==> src/rtl/uart_pkg.sv <==
// -----------------------------------------------------------------------------
// uart_pkg
// Shared constants for the UART receive path: byte width and the default
// buffer geometry used by uart_rx_fifo.
// No ports (package).
// -----------------------------------------------------------------------------
package uart_pkg;

    localparam int UART_BYTE_W             = 8;
    localparam int UART_DEFAULT_DEPTH      = 16;
    localparam int UART_DEFAULT_RTS_THRESH = 4;

endpackage : uart_pkg

==> src/rtl/sync_fifo_mem.sv <==
// -----------------------------------------------------------------------------
// sync_fifo_mem
// DEPTH x WIDTH storage array for a FIFO: one synchronous write port and one
// asynchronous read port. Contents are deliberately not reset. Kept generic so
// a transmit-side FIFO can share it.
//
// Ports:
//   clk    in   clock
//   we     in   write enable
//   waddr  in   write address
//   wdata  in   write data
//   raddr  in   read address
//   rdata  out  read data (combinational from raddr)
// -----------------------------------------------------------------------------
module sync_fifo_mem #(
    parameter int DEPTH = 16,
    parameter int WIDTH = 8
) (
    input  logic                     clk,
    input  logic                     we,
    input  logic [$clog2(DEPTH)-1:0] waddr,
    input  logic [WIDTH-1:0]         wdata,
    input  logic [$clog2(DEPTH)-1:0] raddr,
    output logic [WIDTH-1:0]         rdata
);

    logic [WIDTH-1:0] mem [DEPTH];

    always_ff @(posedge clk) begin
        if (we) begin
            mem[waddr] <= wdata;
        end
    end

    assign rdata = mem[raddr];

endmodule : sync_fifo_mem

==> src/rtl/uart_rx_fifo.sv <==
// -----------------------------------------------------------------------------
// uart_rx_fifo
// Receive byte buffer between uart_rx and the Z80 I/O register logic. Bytes
// arrive and leave through level-held ready/clear handshakes; up to DEPTH
// bytes are queued so bursts are not lost while the CPU is busy.
//
// Optional feature: define UART_RX_FIFO_RTS_EN to add the registered rts_n
// flow-control output (asserts high when free entries <= RTS_THRESH).
//
// Ports:
//   clk        in   system clock
//   reset      in   synchronous, active-high reset
//   in_data    in   byte from uart_rx
//   in_valid   in   uart_rx data ready (level, held until acknowledged)
//   in_clear   out  acknowledge back to uart_rx (level)
//   out_data   out  head byte, valid while out_ready
//   out_ready  out  FIFO not empty
//   out_clear  in   consumer pop request, acted on at its rising edge
//   count      out  occupancy, 0..DEPTH
//   overflow   out  sticky: a byte was dropped while full
//   ovf_clear  in   clears overflow (a same-cycle drop wins)
//   rts_n      out  host flow control (only with UART_RX_FIFO_RTS_EN)
//
// Ingress FSM
//   state   | meaning
//   IDLE    | waiting for in_valid; a byte is stored or dropped on entry to ACK
//   ACK     | in_clear high; waiting for uart_rx to drop in_valid
// -----------------------------------------------------------------------------
module uart_rx_fifo
    import uart_pkg::*;
#(
    parameter int DEPTH      = UART_DEFAULT_DEPTH,
    parameter int RTS_THRESH = UART_DEFAULT_RTS_THRESH
) (
    input  logic                   clk,
    input  logic                   reset,
    input  logic [UART_BYTE_W-1:0] in_data,
    input  logic                   in_valid,
    output logic                   in_clear,
    output logic [UART_BYTE_W-1:0] out_data,
    output logic                   out_ready,
    input  logic                   out_clear,
    output logic [$clog2(DEPTH):0] count,
    output logic                   overflow,
    input  logic                   ovf_clear
`ifdef UART_RX_FIFO_RTS_EN
   ,output logic                   rts_n
`endif
);

    localparam int AW = $clog2(DEPTH);
    localparam int CW = AW + 1;

    if (DEPTH < 2 || DEPTH > 256 || (DEPTH & (DEPTH - 1)) != 0 ||
        RTS_THRESH < 0 || RTS_THRESH > DEPTH) begin : g_param_check
        $error("uart_rx_fifo: DEPTH must be a power of two in 2..256 and RTS_THRESH in 0..DEPTH");
    end

    typedef enum logic {
        ST_IDLE = 1'b0,
        ST_ACK  = 1'b1
    } ing_state_t;

    ing_state_t     state_q, state_d;
    logic [AW-1:0]  wr_ptr, rd_ptr;
    logic [CW-1:0]  count_q;
    logic           out_clear_q;
    logic           full;
    logic           push, drop, pop;

    assign full = (count_q == CW'(DEPTH));

    always_comb begin
        state_d  = state_q;
        push     = 1'b0;
        drop     = 1'b0;
        in_clear = 1'b0;
        case (state_q)
            ST_IDLE: begin
                if (in_valid) begin
                    // Fullness is judged before any same-cycle pop, so a pop
                    // never makes room for a byte arriving in that cycle.
                    push    = ~full;
                    drop    = full;
                    state_d = ST_ACK;
                end
            end
            ST_ACK: begin
                in_clear = 1'b1;
                if (!in_valid) begin
                    state_d = ST_IDLE;
                end
            end
            default: state_d = ST_IDLE;
        endcase
    end

    // One pop per rising edge of out_clear; a held request does nothing more.
    assign pop = out_clear & ~out_clear_q & (count_q != '0);

    always_ff @(posedge clk) begin
        if (reset) begin
            state_q     <= ST_IDLE;
            wr_ptr      <= '0;
            rd_ptr      <= '0;
            count_q     <= '0;
            out_clear_q <= 1'b0;
            overflow    <= 1'b0;
        end else begin
            state_q     <= state_d;
            out_clear_q <= out_clear;
            if (push) begin
                wr_ptr <= wr_ptr + AW'(1);
            end
            if (pop) begin
                rd_ptr <= rd_ptr + AW'(1);
            end
            count_q <= count_q + CW'(push) - CW'(pop);
            if (drop) begin
                overflow <= 1'b1;
            end else if (ovf_clear) begin
                overflow <= 1'b0;
            end
        end
    end

    sync_fifo_mem #(
        .DEPTH (DEPTH),
        .WIDTH (UART_BYTE_W)
    ) u_mem (
        .clk   (clk),
        .we    (push),
        .waddr (wr_ptr),
        .wdata (in_data),
        .raddr (rd_ptr),
        .rdata (out_data)
    );

    assign count     = count_q;
    assign out_ready = (count_q != '0);

`ifdef UART_RX_FIFO_RTS_EN
    logic [CW-1:0] free_cnt;

    assign free_cnt = CW'(DEPTH) - count_q;

    always_ff @(posedge clk) begin
        if (reset) begin
            rts_n <= 1'b0;
        end else begin
            rts_n <= (free_cnt <= CW'(RTS_THRESH));
        end
    end
`endif

endmodule : uart_rx_fifo

==> config.mk <==
export PLATFORM = sky130hd
export DESIGN_NAME = uart_rx_fifo
export DESIGN_NICKNAME = d
export VERILOG_FILES = /design/src/rtl/uart_pkg.sv /design/src/rtl/sync_fifo_mem.sv /design/src/rtl/uart_rx_fifo.sv
export SDC_FILE = /design/constraint.sdc
export NUM_CORES = 1
export LEC_CHECK = 0
export BUFFER_PORTS_ARGS = -buffer_cell sky130_fd_sc_hd__buf_2
export CAP_MARGIN = 20
export CELL_PAD_IN_SITES_DETAIL_PLACEMENT = 0
export CELL_PAD_IN_SITES_GLOBAL_PLACEMENT = 1
export CORE_UTILIZATION = 30
export CTS_CLUSTER_DIAMETER = 150
export DETAILED_ROUTE_END_ITERATION = 12
export GPL_ROUTABILITY_DRIVEN = 0
export PLACE_DENSITY_LB_ADDON = 0.15
export SLEW_MARGIN = 20
export SYNTH_ARGS = -nofsm -noshare
export SYNTH_HDL_FRONTEND = slang
export SYNTH_SLANG_ARGS = --single-unit
==> constraint.sdc <==
create_clock -name clk -period 5.4 [get_ports clk]
set_input_delay 0.54 -clock clk [delete_from_list [all_inputs] [get_ports clk]]
set_output_delay 0.54 -clock clk [all_outputs]
set_load 0.02 [all_outputs]
### Yosys cells after proc, flatten, opt, wreduce, memory -nomap -nowiden

Memory sizes are Yosys's and may differ from the RTL's. A register that Yosys moved wholly into a read port is not among the register bits.
Index checks and enable logic that the tools add are counted.

* register bits after elaboration: 16
* word-level logic and storage cells: 30
* output and inout port bits: 16
* bits in latches: 0
* memory bits (read-only): 0
* memories: 1
* RAM bits: 128

* reductions and logical operators: 2
* eq/ne operators: 1
* multiplexer cells: 12
* div/mod/pow operators: 0
* shift operators: 0
* order comparisons: 0
* multipliers: 0
* bitwise operators: 4
* add/subtract/negate cells: 4

Memory list
* u_mem.mem: depth 16, bits a word 8, rd ports 1, clocked after Yosys merged registers in 1, write ports 1, line sync_fifo_mem.sv:27 `logic [WIDTH-1:0] mem [DEPTH];`

Operators with widths (number)
* $mux W1: 10
* $add A4 B1 Y4 const B: 2
* $mux W4: 2
* $add A5 B1 Y5: 1
* $eq A5 B5 Y1 const B: 1
* $reduce_bool A5 Y1: 1
* $sub A5 B1 Y5: 1
* $and A1 B1 Y1: 2
* $not A1 Y1: 2
* $reduce_bool A2 Y1: 1

### Depth between registers and ports, before layout

Gate-level depths: netlist of run 1.

* depth after elaboration: 6
* gate-level depth with buffers: 15

### Hierarchy

Synthesis of run 1 repeated with hierarchy kept, for this count alone.

* cell total of the unflattened synthesis: 304
* area, all modules: 5819.3 µm²

Modules (own cells, without submodules)
* sync_fifo_mem: area each 4987.3 µm², cells an instance 221, instances 1
* uart_rx_fifo: area each 832.0 µm², cells an instance 83, instances 1

### Least setup slack after synthesis of run 1

No wires, ideal clock.

* path kind: register to register
* start point: reg count_q[2], in the netlist count[2]
* end point: reg count_q[4], in the netlist count[4]
* arrival: 2629 ps
* cell stages (with the launch flop): 14
* library setup time: 127 ps
* required time: 5273 ps
* clock period less this slack: 2756 ps
* buffers on the path: 0
* setup slack: 2644 ps
* cells stage by stage: dfxtp_1 > inv_1 > ha_1 > nor4b_1 > nor3b_1 > ha_1 > inv_1 > ha_1 > inv_1 > fa_1 > nor2b_1 > o21bai_1 > a21oi_1 > nor3b_1

* longest elaborated chain between the ends: 6

RTL lines
* start, declared: line uart_rx_fifo.sv:66 `logic [CW-1:0] count_q;`
* start signal, assigned: line uart_rx_fifo.sv:118 `count_q <= count_q + CW'(push) - CW'(pop);`
* $eq A5 B5 Y1: line uart_rx_fifo.sv:71 `assign full = (count_q == CW'(DEPTH));`
* $not A1 Y1: line uart_rx_fifo.sv:83 `push = ~full;`
* $mux W1: line uart_rx_fifo.sv:80 `if (in_valid) begin`
* $mux W1: line uart_rx_fifo.sv:78 `case (state_q)`
* $add A5 B1 Y5: line uart_rx_fifo.sv:118
* $sub A5 B1 Y5 *: line uart_rx_fifo.sv:118

Every way passes the cells marked *; elsewhere a longest branch is shown, timed or not.
A chain may end at the register's enable or synchronous reset.

==> key figures, run 1 <==
Timing
  • Skew final: 9.19 ps
  • Unrepaired setup endpoints after global routing: no
  • Max Freq: 0.307 GHz
  • Count of endpoints failing hold in the final timing report: 0
  • Slew at the pin closest to its max-slew limit: 1040 ps
  • Number of max-slew violations in the final report: 0
  • Setup violators final: 0
  • Final Critical Period: 3260 ps
  • Worst slew margin relative to its limit: 0.304
  • Setup TNS Final: 0 ps
  • Period utilisation layout: 0.604

Synthesis
  • Sequential fraction of the synthesis area: 0.716
  • Synthesis warning total: 0
  • Commonest cells post-synth: edfxtp_1, dfxtp_1, mux4_2
  • Cell Area, Synth: 5930 µm²
  • Cell type with the highest aggregate area in the netlist: edfxtp_1
  • Share of synthesized flip-flops with an asynchronous set or reset: 0
  • Top area cells in the synthesized netlist: edfxtp_1, mux4_2, dfxtp_1
  • Post-synth EDFFs: 128
  • Unique cell type count in the Yosys netlist: 34
  • Mapped Cells: 316
  • Mean post-synth cell area: 18.8 µm²
  • Synthesized net count: 341
  • Dominant synthesized flop cell: edfxtp_1
  • Library cell with the highest instance count after synthesis: edfxtp_1
  • Flip-flop and latch count after synthesis: 148
  • Portion of synthesized cell area occupied by the leading cell type: 0.648

Pwr
  • Worst vdd rail ir drop: 0.230 mV
  • Total power density per cell area: 434 nW/µm²
  • Leak pwr: 2.30 nW

Critical path
  • Cell family with the largest share of critical-path delay: flip-flops
  • Critical Path End Type: primary output
  • Startpoint class of the critical path: register
  • Worst path max stage delay: 810 ps
  • Type of the worst setup path: register to primary output
  • Critical path data arrival time: 2720 ps
  • Critical Path, Cell by Cell: buf_4, mux4_1, a22oi_1, nand2_1, buf_2
  • Required time of the critical path: 4860 ps
  • Buffers & Inverters on Critical Path: 2
  • Slowest library cell on the worst path: dfxtp_2
  • Worst-path maximum fanout: 20

Global routing
  • Total congestion overflow: 0
  • Antenna violations before repair: 0
  • Number of global-route vias before repair: 3108
  • Total GRT Usage: 0.133
  • Maximum number of pins on one net before global-route repair: 25
  • Global-route wire length before repair: 18700 µm

Outcome
  • Outcome: completed

Clock network
  • Buffer count from post-CTS setup fixing: 0
  • CTS clk-pin slew, worst paths: 60 ps
  • Cts bufs inserted: 17
  • Cell at the root of the clock tree: clkbuf_16
  • Number of instances resized during post-cts repair: 0
  • Buffer depth of the longest clock path: 2
  • Clock Sinks: 148
  • Number of hold buffers added after cts: 0
  • H-tree depth: 4
  • Clock insertion delay at the later pin of the skew report: 420 ps
  • TritonCTS clock tree: yes

Floorplanning
  • Die width: 143 µm
  • Die Y-Extent: 143 µm
  • Area of the die: 20300 µm²
  • Effective utilization at floorplan: 0.306
  • Row cnt: 51
  • Number of placed I/O pins: 29
  • Placeable core region: 19400 µm²

Routing
  • Per-cell via count in the routed design: 4.59
  • Per-cell routed wire length: 19.2 µm
  • DRT Pass-1 Iters: 4
  • Routed Antenna Nets: 0
  • WL final: 12200 µm
  • DRC violation total after the first TritonRoute iteration: 204
  • # DRC: 0
  • Vias: 2922

Placement
  • Port buffer count: 28
  • Final HPWL from detailed placement: 7930 µm

Finish
  • Ant diodes: 0
  • NumNets Final: 383
  • Ratio of cells with drive above 1 in the final layout: 0.261
  • Area grow syn2layout: 17.6%
  • Final Util: 0.359
  • Number of fillers in the final layout: 1854

Job
  • Max-cap violations: 0

Hold path
  • Classification of the worst-slack hold path: input port to register
==> worst reg2reg max path, stage by stage, from the launching register on <==
cell      delay [ps]
dfxtp_1          340
inv_1             80
ha_1             190
nor4b_1          580
nor3b_1          240
ha_1             340
inv_1             60
ha_1             160
inv_1             60
fa_1             390
nor2b_1          170
o21bai_1         110
nand3_1           80
nor3b_1          190
==> state kept, by name, indices dropped and copies added, names as in the netlist, named ones only <==
name and cells:
u_mem.mem 128, count 5, rd_ptr 4, wr_ptr 4, out_clear_q 1, overflow 1, state_q 1
==> worst paths after layout <==
check                                from           to  slack, ps  cells after the start
worst max-delay path             register  out_data[7]       2140                      5
worst min-delay path             in_valid      state_q        370                      2
worst max register to register   count[2]     count[4]       2330                     13
worst min register to register  rd_ptr[3]     register        530                      2
==> metal layers <==
layer | up-vias | global-route usage | wire, µm
met2 | 54 | 0.223 | 6210
met5 | - | 0 | 0
met4 | 0 | 0.0458 | 136
li1 | 1345 | - | -
met3 | 12 | 0.0370 | 496
met1 | 1511 | 0.163 | 5370
==> cell usage in the layout, fill, tap and decap left out, drive strengths merged <==
cell	synthesis	final
ha	11	11
a21oi	3	3
fa	1	1
nor2b	7	7
mux4	32	32
mux2i	2	2
nor3b	3	3
dfxtp	20	20
buf	9	38
a22oi	16	16
edfxtp	128	128
and4bb	1	1
nor4b	2	2
clkinv	0	4
clkinvlp	0	4
nand3	4	4
clkbuf	3	17
and2	6	6
nor4bb	1	1
nor3	1	1
a21o	1	1
nand2	8	8
nor2	17	17
inv	15	22
and2b	2	2
o21bai	1	1
nand4bb	1	1
nor4	9	9
xnor2	6	6
xor2	2	2
nand3b	1	1
==> cells by family (layout without fill, tap and decap cells) <==
group	after synthesis	after routing	synth area share
buf+inv	30	85	0.0274
fa+ha+maj	12	12	0.0266
simple gates	63	63	0.0595
flops	148	148	0.716
xor+xnor	8	8	0.0118
mux	34	34	0.134
compound gates	21	21	0.0253
==> layout make-up <==
cell class                      count  area [µm²]  share of cell area
Timing Repair Buffer               38         215              0.0309
Clock buffer                       17         425              0.0610
Tap cell                          265         332              0.0476
Clock inverter                     15         124              0.0178
Multi-Input combinational cell    138        1570               0.226
Inverter                           15        56.3             0.00808
Sequential cell                   148        4250               0.609
==> where the power goes <==
part | total (W) | leakage, nW | switching (W) | internal [W]
clock network | 0.00110 | 0.261 | 0.000498 | 0.000600
logic | 0.000567 | 0.717 | 0.000297 | 0.000270
registers | 0.00136 | 1.32 | 0.0000678 | 0.00129
==> metrics by stage <==
stage	total power, W	hold slack [ps]	area (µm²)	setup WS, ps	std cells
detailed placement	0.00197	506	6420	2260	604
CTS	0.00307	355	6970	2010	636
global route	0.00318	370	6970	1940	636
finish	0.00303	369	6970	2140	636
global placement	0.00197	516	6420	2350	604
floorplan	0.00180	490	5930	2640	316
(Power assumes the default switching activity.)
==> run 2, diff against run 1 <==
==> constraint.sdc (replaced) <==
create_clock -name clk -period 3.11 [get_ports clk]
set_input_delay 0.311 -clock clk [delete_from_list [all_inputs] [get_ports clk]]
set_output_delay 0.311 -clock clk [all_outputs]
set_load 0.02 [all_outputs]
==> key figures, run 2 (synthesis results as in run 1) <==
Pwr
  • Overall Power: 0.00531 W
  • Switching share of total power: 0.265
  • Sw Pwr: 0.00141 W
  • Leak pwr: 2.34 nW
  • Total power density per cell area: 755 nW/µm²
  • Worst vdd rail ir drop: 0.414 mV
  • Sequential group share of total power: 0.434
  • Combinational cell fraction of total power: 0.204
  • Clk pwr share: 0.361
  • Internal Dissipation: 0.00391 W

Critical path
  • Slowest library cell on the worst path: fa_1
  • Critical path data arrival time: 3130 ps
  • Worst-path maximum fanout: 6
  • Buffers & Inverters on Critical Path: 4
  • Type of the worst setup path: register to register
  • Critical Path, Cell by Cell: inv_1, ha_1, nand4bb_1, and2_1, inv_1, ha_1, inv_1, ha_1, inv_1, fa_1, nor2b_1, o21bai_1, nand3_1, nor3b_1
  • Startpoint class of the critical path: register
  • Logic depth of the worst path, buffers included: 14
  • Required time of the critical path: 3450 ps
  • Most frequent cell on the critical path: inv_1
  • Reg2Reg Depth: 14
  • Worst path max stage delay: 370 ps
  • Cell family with the largest share of critical-path delay: adder cells
  • Critical Path End Type: register

Finish
  • Area of combinational cells with multiple inputs: 1570 µm²
  • Highest-count cells in the layout ignoring fill and taps: edfxtp_1, buf_2, dfxtp_1
  • Flip-flop count of the largest register after layout: 128
  • NumNets Final: 390
  • Ratio of cells with drive above 1 in the final layout: 0.257
  • Area grow syn2layout: 18.6%
  • Ant diodes: 0
  • Number of fillers in the final layout: 1889
  • Area taken by flip-flops and latches: 4250 µm²
  • Leading cell type in the layout, fill and taps excluded: edfxtp_1
  • Register name with the most flops: u_mem.mem
  • Non-filler instance count after layout: 643

Clock network
  • Number of hold buffers added after cts: 0
  • Cell at the root of the clock tree: clkbuf_16
  • Clock Sinks: 148
  • Buffer depth of the longest clock path: 2
  • Cts bufs inserted: 17
  • H-tree depth: 4
  • TritonCTS clock tree: yes
  • CTS clk-pin slew, worst paths: 60 ps
  • Number of instances resized during post-cts repair: 0
  • Clock insertion delay at the later pin of the skew report: 420 ps
  • Buffer count from post-CTS setup fixing: 0

Timing
  • Period utilisation layout: 0.897
  • Worst slew margin relative to its limit: 0.413
  • Number of max-slew violations in the final report: 0
  • Final hold slack: 133 ps
  • Slew at the pin closest to its max-slew limit: 877 ps
  • Final Critical Period: 2790 ps
  • Count of endpoints failing hold in the final timing report: 0
  • Unrepaired setup endpoints after global routing: no
  • Fin worst setup slack: 320 ps
  • Skew final: 7.57 ps
  • Setup TNS Final: 0 ps
  • Setup violators final: 0
  • Max Freq: 0.358 GHz

Routing
  • Routed Antenna Nets: 0
  • Per-cell via count in the routed design: 4.51
  • WL final: 12000 µm
  • DRC violation total after the first TritonRoute iteration: 200
  • Per-cell routed wire length: 18.7 µm
  • # DRC: 0
  • DRT Pass-1 Iters: 4
  • Vias: 2902

Placement
  • Number of instances in the placed design: 611
  • Pre-CTS setup slack: 314 ps
  • Final HPWL from detailed placement: 7560 µm
  • Port buffer count: 28

Floorplanning
  • Area of the die: 20300 µm²
  • Row cnt: 51
  • Effective utilization at floorplan: 0.306
  • Number of placed I/O pins: 29
  • Placeable core region: 19400 µm²
  • Die width: 143 µm
  • Die Y-Extent: 143 µm

Hold path
  • Classification of the worst-slack hold path: input port to register
  • Cell depth of the worst hold path: 2

Global routing
  • Global-route wire length before repair: 18500 µm
  • Antenna violations before repair: 0
  • Total congestion overflow: 0
  • Total GRT Usage: 0.131
  • Number of global-route vias before repair: 3102
  • Maximum number of pins on one net before global-route repair: 33

Outcome
  • Outcome: completed

Job
  • Max-cap violations: 0
## run 2: per-stage QoR
step,util,instance area (µm²)
floorplan,-,5930
global placement,0.334,6490
detailed placement,0.334,6490
CTS,0.363,7040
global route,0.363,7040
finish,0.363,7040
## run 2: final cells by class
class                   instances  area share
clock inverters                13      0.0165
well taps                     265      0.0471
clock buffers                  19      0.0615
repair buffers                 45      0.0398
flip-flops and latches        148       0.603
inverters                      15     0.00800
multi-input cells             138       0.224
## run 2: final timing paths
check / slack (ps) / start / to
max: 320 / count[3] / count[4]
min: 130 / in_valid / state_q
max reg2reg: 320 / count[3] / count[4]
min reg2reg: 530 / rd_ptr[3] / register
## run 2: routing by layer
metal | wire, µm | track usage | vias up
li1 | - | - | 1357
met1 | 5420 | 0.160 | 1481
met2 | 6010 | 0.215 | 49
met3 | 415 | 0.0417 | 15
met4 | 167 | 0.0509 | 0
met5 | 0 | 0 | -
## run 2: worst reg2reg max path, stage by stage (launching register included)
cell,delay [ps]
dfxtp_1,360
inv_1,80
ha_1,210
nand4bb_1,130
and2_1,260
inv_1,170
ha_1,320
inv_1,60
ha_1,160
inv_1,50
fa_1,370
nor2b_1,170
o21bai_1,100
nand3_1,80
nor3b_1,180
## run 2: power groups by stage
stage	registers [W]	logic [W]	clock network (W)
finish	0.00231	0.00109	0.00192
global route	0.00232	0.00118	0.00204
CTS	0.00231	0.00111	0.00197
detailed placement	0.00235	0.00111	0
global placement	0.00235	0.00112	0
floorplan	0.00237	0.000755	0
